`config.mk`:
```
export PLATFORM = sky130hd
export DESIGN_NAME = cic_comp_fir_flat
export DESIGN_NICKNAME = d
export VERILOG_FILES = /design/src/rtl/cic_comp_pkg.sv /design/src/rtl/cic_comp_fir_if.sv /design/src/rtl/cic_comp_coef_rom.sv /design/src/rtl/cic_comp_fir.sv /design/src/flat_wrapper.sv
export SDC_FILE = /design/constraint.sdc
export NUM_CORES = 1
export LEC_CHECK = 0
export ABC_AREA = 0
export BUFFER_PORTS_ARGS = -buffer_cell sky130_fd_sc_hd__buf_4
export CORE_AREA = 3 3 173 192
export CTS_CLUSTER_DIAMETER = 40
export DETAILED_ROUTE_END_ITERATION = 16
export DIE_AREA = 0 0 176 195
export PLACE_DENSITY = 0.79
export RECOVER_POWER = 25
export SETUP_SLACK_MARGIN = 0.5
export SLEW_MARGIN = 20
export SYNTH_ARGS = -nofsm -noshare
export SYNTH_HDL_FRONTEND = slang
export SYNTH_SLANG_ARGS = --single-unit
export TNS_END_PERCENT = 1
```
`constraint.sdc`:
```
create_clock -name clk -period 8.05 [get_ports clk]
set_clock_uncertainty 0.05 [all_clocks]
set_input_delay 1.61 -clock clk [delete_from_list [all_inputs] [get_ports clk]]
set_output_delay 1.61 -clock clk [all_outputs]
set_load 0.01 [all_outputs]
```
`src/rtl/cic_comp_pkg.sv`:
```
// rtl/cic_comp_pkg.sv - shared constants, coefficient set and FSM states for the CIC compensation FIR
package cic_comp_pkg;

  localparam int NUM_TAPS   = 11;
  localparam int COEF_WIDTH = 16;
  localparam int COEF_FRAC  = 14;
  localparam int PTR_W      = 4;

  // Q2.14 taps, symmetric, summing to 16384 so DC gain is exactly 1.0
  localparam logic signed [COEF_WIDTH-1:0] COEFS [NUM_TAPS] = '{
    -16'sd64,   16'sd192,  -16'sd640,  16'sd1536, -16'sd3072,
    16'sd20480,
    -16'sd3072, 16'sd1536, -16'sd640,  16'sd192,  -16'sd64
  };

  typedef enum logic [1:0] {
    IDLE  = 2'd0,
    MAC   = 2'd1,
    ROUND = 2'd2
  } state_t;

  function automatic logic [PTR_W-1:0] ptr_inc(input logic [PTR_W-1:0] p);
    return (p == PTR_W'(NUM_TAPS - 1)) ? '0 : p + PTR_W'(1);
  endfunction

  function automatic logic [PTR_W-1:0] ptr_dec(input logic [PTR_W-1:0] p);
    return (p == '0) ? PTR_W'(NUM_TAPS - 1) : p - PTR_W'(1);
  endfunction

endpackage

```
`src/rtl/cic_comp_fir_if.sv`:
```
// rtl/cic_comp_fir_if.sv - sample-in / sample-out bundle between the CIC decimator and the compensation FIR
interface cic_comp_fir_if #(
  parameter int INPUT_WIDTH  = 15,
  parameter int OUTPUT_WIDTH = 16
);

  logic                           in_valid;
  logic signed [INPUT_WIDTH-1:0]  in_data;
  logic signed [OUTPUT_WIDTH-1:0] out_data;
  logic                           out_valid;
  logic                           busy;
  logic                           overrun;

  modport master (
    output in_valid, in_data,
    input  out_data, out_valid, busy, overrun
  );

  modport slave (
    input  in_valid, in_data,
    output out_data, out_valid, busy, overrun
  );

endinterface

```
`src/rtl/cic_comp_coef_rom.sv`:
```
// rtl/cic_comp_coef_rom.sv - combinational tap index to coefficient lookup
module cic_comp_coef_rom
  import cic_comp_pkg::*;
(
  input  logic [PTR_W-1:0]             i_tap,
  output logic signed [COEF_WIDTH-1:0] o_coef
);

  // Indices past the last tap read as zero so an overrun index cannot disturb the sum
  always_comb begin
    o_coef = '0;
    if (i_tap < PTR_W'(NUM_TAPS)) begin
      o_coef = COEFS[i_tap];
    end
  end

endmodule

```
`src/rtl/cic_comp_fir.sv`:
```
// rtl/cic_comp_fir.sv - 11-tap CIC droop compensation FIR with a single time-shared multiplier
module cic_comp_fir
  import cic_comp_pkg::*;
#(
  parameter int INPUT_WIDTH  = 15,
  parameter int OUTPUT_WIDTH = 16
) (
  input logic           clk,
  input logic           reset,
  cic_comp_fir_if.slave bus
);

  localparam int ACC_W  = INPUT_WIDTH + COEF_WIDTH + 4;
  localparam int PROD_W = INPUT_WIDTH + COEF_WIDTH;
  localparam int RND_W  = ACC_W - COEF_FRAC;

  localparam logic signed [ACC_W-1:0] RND_HALF = ACC_W'(2 ** (COEF_FRAC - 1));
  localparam logic signed [RND_W-1:0] SAT_MAX  = RND_W'(2 ** (OUTPUT_WIDTH - 1) - 1);
  localparam logic signed [RND_W-1:0] SAT_MIN  = RND_W'(-(2 ** (OUTPUT_WIDTH - 1)));

  state_t r_state;
  state_t w_state_next;

  logic signed [INPUT_WIDTH-1:0]  r_dline [NUM_TAPS];
  logic [PTR_W-1:0]               r_wr_ptr;
  logic [PTR_W-1:0]               r_rd_ptr;
  logic [PTR_W-1:0]               r_tap;
  logic signed [ACC_W-1:0]        r_acc;
  logic signed [OUTPUT_WIDTH-1:0] r_out_data;
  logic                           r_out_valid;
  logic                           r_overrun;

  logic signed [COEF_WIDTH-1:0]   w_coef;
  logic signed [INPUT_WIDTH-1:0]  w_tap_data;
  logic signed [PROD_W-1:0]       w_prod;
  logic signed [RND_W-1:0]        w_scaled;
  logic signed [OUTPUT_WIDTH-1:0] w_sat;
  logic                           w_last_tap;
  logic                           w_drop;

  cic_comp_coef_rom u_coef_rom (
    .i_tap  (r_tap),
    .o_coef (w_coef)
  );

  assign w_tap_data = r_dline[r_rd_ptr];
  assign w_prod     = w_tap_data * w_coef;
  assign w_last_tap = (r_tap == PTR_W'(NUM_TAPS - 1));
  assign w_drop     = bus.in_valid && (r_state != IDLE);

  // Round half up at the Q14 boundary, then clamp to the output range
  assign w_scaled = RND_W'((r_acc + RND_HALF) >>> COEF_FRAC);

  always_comb begin
    w_sat = w_scaled[OUTPUT_WIDTH-1:0];
    if (w_scaled > SAT_MAX) begin
      w_sat = SAT_MAX[OUTPUT_WIDTH-1:0];
    end else if (w_scaled < SAT_MIN) begin
      w_sat = SAT_MIN[OUTPUT_WIDTH-1:0];
    end
  end

  always_ff @(posedge clk or posedge reset) begin
    if (reset) begin
      r_state <= IDLE;
    end else begin
      r_state <= w_state_next;
    end
  end

  always_comb begin
    w_state_next = r_state;
    case (r_state)
      IDLE:    if (bus.in_valid) w_state_next = MAC;
      MAC:     if (w_last_tap)   w_state_next = ROUND;
      ROUND:   w_state_next = IDLE;
      default: w_state_next = IDLE;
    endcase
  end

  always_ff @(posedge clk or posedge reset) begin
    if (reset) begin
      for (int i = 0; i < NUM_TAPS; i++) begin
        r_dline[i] <= '0;
      end
      r_wr_ptr    <= '0;
      r_rd_ptr    <= '0;
      r_tap       <= '0;
      r_acc       <= '0;
      r_out_data  <= '0;
      r_out_valid <= 1'b0;
      r_overrun   <= 1'b0;
    end else begin
      r_out_valid <= 1'b0;
      case (r_state)
        IDLE: begin
          if (bus.in_valid) begin
            r_dline[r_wr_ptr] <= bus.in_data;
            r_rd_ptr          <= r_wr_ptr;
            r_wr_ptr          <= ptr_inc(r_wr_ptr);
            r_acc             <= '0;
            r_tap             <= '0;
          end
        end
        MAC: begin
          // Reading backwards from the newest sample pairs x[n-k] with c[k]
          r_acc    <= r_acc + ACC_W'(w_prod);
          r_tap    <= r_tap + PTR_W'(1);
          r_rd_ptr <= ptr_dec(r_rd_ptr);
        end
        ROUND: begin
          r_out_data  <= w_sat;
          r_out_valid <= 1'b1;
        end
        default: ;
      endcase
      if (w_drop) begin
        r_overrun <= 1'b1;
      end
    end
  end

  assign bus.out_data  = r_out_data;
  assign bus.out_valid = r_out_valid;
  assign bus.busy      = (r_state != IDLE);
  assign bus.overrun   = r_overrun;

endmodule

```
`src/flat_wrapper.sv`:
```
// flat-port wrapper written by rule: the top's interface ports become plain ports
module cic_comp_fir_flat import cic_comp_pkg::*;
#(
  parameter int INPUT_WIDTH  = 15,
  parameter int OUTPUT_WIDTH = 16
)
  (clk, reset, bus_in_valid, bus_in_data, bus_out_data, bus_out_valid, bus_busy, bus_overrun);
  cic_comp_fir_if #(.INPUT_WIDTH(INPUT_WIDTH), .OUTPUT_WIDTH(OUTPUT_WIDTH)) bus_i ();
  input logic clk;
  input logic reset;
  input wire logic [$bits(bus_i.in_valid)-1:0] bus_in_valid;
  input wire logic [$bits(bus_i.in_data)-1:0] bus_in_data;
  output wire logic [$bits(bus_i.out_data)-1:0] bus_out_data;
  output wire logic [$bits(bus_i.out_valid)-1:0] bus_out_valid;
  output wire logic [$bits(bus_i.busy)-1:0] bus_busy;
  output wire logic [$bits(bus_i.overrun)-1:0] bus_overrun;
  assign bus_i.in_valid = bus_in_valid;
  assign bus_i.in_data = bus_in_data;
  assign bus_out_data = bus_i.out_data;
  assign bus_out_valid = bus_i.out_valid;
  assign bus_busy = bus_i.busy;
  assign bus_overrun = bus_i.overrun;
  cic_comp_fir #(.INPUT_WIDTH(INPUT_WIDTH), .OUTPUT_WIDTH(OUTPUT_WIDTH)) u_core (.clk(clk), .reset(reset), .bus(bus_i));
endmodule
```
### Word level (Yosys, flattened, before mapping)

Memory sizes are Yosys's and may differ from the RTL's.
Cells that the tools add are included.

* memories: 1
* input port bits: 18
* word-level logic and storage cells: 74
* output and inout bits: 19
* bits in registers: 232
* bits in read-only memories: 256

Memory list
* (no name shown): depth 16, bits a word 16, rd ports 1, clocked after Yosys merged registers in 0, wr ports 0, line cic_comp_coef_rom.sv:13 `o_coef = COEFS[i_tap];`

* add/subtract/negate cells: 5
* equal/unequal tests: 6
* order comparisons: 7
* muxes and demuxes: 23
* bitwise gates (word level): 3
* reduce and logical (&&, ||, !) cells: 9
* $mul: 1

Operators by type and width (number)
* $bwmux W165: 1
* $mux W16: 5
* $pmux W35 S2: 1
* $bmux W15 S4: 1
* $demux W15 S4: 1
* $mux W15: 3
* $add A35 B15 Y35 const B: 1
* $add A35 B31 Y35: 1
* $mux W35: 1
* $mul A15 B16 Y31: 1
* $gt A21 B16 Y1 const B: 1
* $lt A21 B16 Y1 const B: 1
* $mux W4: 4
* $pmux W4 S2: 2
* $ge A5 B5 Y1 const B: 3
* $not A4 Y5: 3
* $add A4 B1 Y4 const B: 2
* $eq A4 B4 Y1 const B: 2
* $reduce_and A2 Y1: 3
* $lt A5 B1 Y1 const B: 1
* $logic_not A4 Y1: 1
* $lt A4 B4 Y1 const B: 1
* $mux W2: 2
* $pmux W2 S2: 1
* other kinds (9): 11

### Depth between registers and ports, before layout

* depth after elaboration: 8
* gate-level depth with buffers: 29
* depth with buffers taken out: 28

### Hierarchy

Synthesis repeated with hierarchy kept, for this count alone.

* cells, all modules: 2077
* area, all modules: 21662.0 um^2

By module, submodules not included
* cic_comp_fir: times used 1, sequential area each 5805.6 um^2, area each 21391.8 um^2, cells each 2042
* cic_comp_coef_rom: times used 1, sequential area each 0.0 um^2, area each 270.3 um^2, cells each 35

### Worst setup path before layout

OpenSTA, ideal clock, no wires.

* kind: reg-to-reg
* from: register u_core.r_rd_ptr[0]
* to: register u_core.r_acc[34]
* path slack: 0.896 ns
* required time: 7.870 ns
* period minus slack after synthesis: 7.154 ns
* arrival time: 6.974 ns
* cell stages (with the launch flop): 26
* cells stage by stage: dfrtp_1 buf_4 buf_4 buf_2 mux4_2 nand2_1 o21ai_0 nand2_1 fa_1 fa_1 inv_1 fa_1 fa_1 fa_1 inv_1 fa_1 inv_1 ha_1 clkbuf_1 a21oi_1 o2111ai_1 nand2_1 o21a_1 o21ai_0 mux2i_1 nand4_1

* longest elaborated chain between the ends: 7

RTL lines
* start, declared: line cic_comp_fir.sv:26 `logic [PTR_W-1:0] r_rd_ptr;`
* start signal, assigned: line cic_comp_fir.sv:99 `r_rd_ptr <= r_wr_ptr;`
* start signal, assigned: line cic_comp_fir.sv:109 `r_rd_ptr <= ptr_dec(r_rd_ptr);`
* $not A4 Y5 (not written as such): line cic_comp_fir.sv:46 `assign w_tap_data = r_dline[r_rd_ptr];`
* $bmux W15 S4: line cic_comp_fir.sv:46
* $mux W15 (not written as such) (2 in series): line cic_comp_fir.sv:46
* $mul A15 B16 Y31: line cic_comp_fir.sv:47 `assign w_prod = w_tap_data * w_coef;`
* $add A35 B31 Y35: line cic_comp_fir.sv:107 `r_acc <= r_acc + ACC_W'(w_prod);`
* $pmux W35 S2: line cic_comp_fir.sv:95 `case (r_state)`
* end signal, assigned: line cic_comp_fir.sv:107
* end, declared: line cic_comp_fir.sv:28 `logic signed [ACC_W-1:0] r_acc;`

Every way passes these cells. The select of a mux whose other input is x is not followed.
A chain may end at the register's enable or synchronous reset.

### Worst setup path after layout

* from: register u_core.r_rd_ptr[0]
* to: register u_core.r_acc[28]

The elaborated chain is that of the path after synthesis.

==> results.cfg <==
[critical_path]
crit_required_ns = 8.36
r2r_slack_ns = 0.74
crit_chain = buf_4, buf_6, mux4_2, nor2_1, a211oi_1, a21oi_2, nor2_1, fa_1, fa_1, fa_1, fa_1, fa_1, inv_1, fa_1, inv_1, ha_2, nand4_1, buf_4, o21ai_1, o2111ai_1, a31oi_1, xnor2_1, o21ai_0
r2r_start = u_core.r_rd_ptr[0]
r2r_cells = 23
cp_top_family = adder cells
critPathCaptureType = register
cp-start-kind = register
r2r_end = u_core.r_acc[28]
crit_top_cell = fa_1
slowest_stage = fa_1
worstPathArrival_ns = 7.62
crit_path_max_incr_delay_ns = 0.56
crit_fanout = 9
crit_type = register to register
worst-path-buf-inv = 5

[timing]
finalCriticalPeriod_ns = 7.313
setup_tns_ns = 0
rsz0062_at_grt = yes
drv_slew = 266
finalHoldViolations = 0
worstMarginPinSlew_ns = 4.317
timing.slew.headroom_pct = -187.8
fin_hold_ws_ns = 0.4129
min_period_over_period_pct = 90.85
max_freq_mhz = 136.7
finalSetupViolCount = 0

[die]
dieWidth_um = 176
coreArea_um2 = 31400
rows = 68
start_util_pct = 58.78
fp.dieH_um = 195
io-pin-count = 37
die_area_um2 = 34320

[synthesis]
async_flop_share_pct = 100.0
synth.largest_area_cell = dfrtp_1
syn_area_per_cell_um2 = 10.81
yosysWarnings = 0
ys_ff_latch = 226
synth_edf_count = 0
ys_seq_area_share_pct = 30.64
synthTopCellsByArea = dfrtp_1 (31%), fa_1 (22%), mux2_2 (11%)
netlist_area_um2 = 18460
synth.most_common_cell = inv_1
synth_top_area_share_pct = 30.64
synthDistinctLibCells = 75
postSynthCellCount = 1708
synthesis.nets = 2025
synth_commonest_cells = inv_1 (282), dfrtp_1 (226), fa_1 (200)
synthFlopType = dfrtp_1

[placement]
place_congestion = 0.9745
port_buffers = 36
dp_hpwl_um = 30900
placed_area_um2 = 19160

[cells_and_area]
syn2layout_area_growth_pct = 11.34
design_area_um2 = 20550
drive_gt1_share_pct = 23.25
n_antenna_cell = 0
fill_cells = 2318
layout.nets = 2069

[cts]
cts_buffers = 31
htree_levels = 1
clock_latency_ns = 0.56
clockBufferDepth = 3
cts_root_buf = clkbuf_16
cts_tree = built
cts.sinks = 226
clk_transition_reported_paths_ns = 0.06

[global_routing]
antenna_found_initial = 0
grt_pass1_wl_um = 67500
grt_usage_pct = 24.43
grt_pass1_vias = 13278
grt_max_degree = 182
grt_overflow = 0

[drt]
ant_nets = 0
wl_um = 41340
drt-initial-drc-count = 818
wl_met3_um = 1658
met2_length_um = 21230
wl_met1_um = 16890
vias = 12431
routedWlPerCell_um = 18.83
drcViolationCount = 0
vias_per_cell = 5.661
first_pass_iters = 5
highest_layer = met4

[outcome]
status = finished with violations
violations = capacitance limit, slew limit

[min_path]
hp-start = u_core.bus.overrun
min_path_type = register to register
min_to = u_core.bus.overrun
holdPathStages = 1

[run]
maxCapViolations = 3
per-stage QoR:
step                util [%]  setup WS (ns)  instances
floorplan                  -         0.8957       1708
finish                 65.45         0.7369       2196
global placement       61.04         0.4313       2116
CTS                    64.64         0.5003       2175
detailed placement     61.04         0.2236       2116
global route           65.45         0.4379       2196
routing by layer:
layer	up-vias	global-route usage, %
li1	5699	-
met1	6321	30.71
met2	300	43.77
met3	111	2.684
met4	0	8.742
met5	-	0
kinds of logic (layout without fill, tap and decap cells):
family	Yosys count	after routing	share of synthesized area (%)
flops	226	226	30.64
simple gates	336	336	8.597
mux	212	212	14.74
compound gates	225	225	7.634
fa+ha+maj	299	299	28.41
buf+inv	363	431	7.749
xor+xnor	47	47	2.231
cells in the final DEF, fill, tap and decap left out, types with 9 or more instances in the layout:
| cell type | count |
|---|---|
| a221o_1 | 12 |
| nand2_1 | 131 |
| clkbuf_16 | 31 |
| buf_4 | 81 |
| ha_1 | 94 |
| mux4_2 | 30 |
| inv_1 | 280 |
| nand3_1 | 25 |
| and2_1 | 14 |
| xor2_1 | 13 |
| o21ai_0 | 77 |
| dfrtp_1 | 223 |
| fa_1 | 197 |
| nor3_1 | 9 |
| o21ai_1 | 12 |
| xnor2_1 | 34 |
| a21o_1 | 11 |
| nor2_1 | 85 |
| o21a_1 | 10 |
| mux2_2 | 178 |
| nand4_1 | 9 |
| a21oi_1 | 42 |
area by class of cell:
cell class              instances  area [µm²]  share of cell area, %
inverters                     283        1067                  5.194
flip-flops and latches        226        5662                  27.55
clock buffers                  36       824.5                  4.013
repair buffers                 91       708.2                  3.447
well taps                     420       525.5                  2.558
clock inverters                21       270.3                  1.315
multi-input cells            1119       11490                  55.92
worst max path at each step:
stage | start | end | cells past startpoint
6_report | u_core.r_rd_ptr[0] | u_core.r_acc[28] | 23
5_1_grt | u_core.r_rd_ptr[0] | u_core.r_acc[28] | 23
4_1_cts | u_core.r_tap[0] | u_core.r_acc[34] | 23
3_5_place_dp | u_core.r_rd_ptr[0] | u_core.r_acc[34] | 21
3_3_place_gp | u_core.r_rd_ptr[0] | u_core.r_acc[34] | 21
2_1_floorplan | u_core.r_rd_ptr[0] | u_core.r_acc[34] | 25
registers in the layout, summed over array words and instances (netlist names):
signal and flops:
u_core.bus.out_data 16, u_core.bus.out_valid 1, u_core.bus.overrun 1, u_core.r_acc 29, u_core.r_dline 165, u_core.r_rd_ptr 4, u_core.r_state 2, u_core.r_tap 4
u_core.r_wr_ptr 4
repair_timing:
| item | 4_1_cts | 5_1_grt |
|---|---|---|
| endpoints found under the setup margin | 8 | 13 |
| cloned | 0 | 1 |
| pin swaps | 0 | 7 |
| buffers inserted | 2 | 19 |
| gates resized for setup | 5 | 47 |
| hold endpoints to repair | 0 | 0 |
| hold buffers | 0 | 0 |
Power is left out: the tool's default activity adds up to more than one toggle a clock period on the data nets, which glitch-free logic cannot reach.
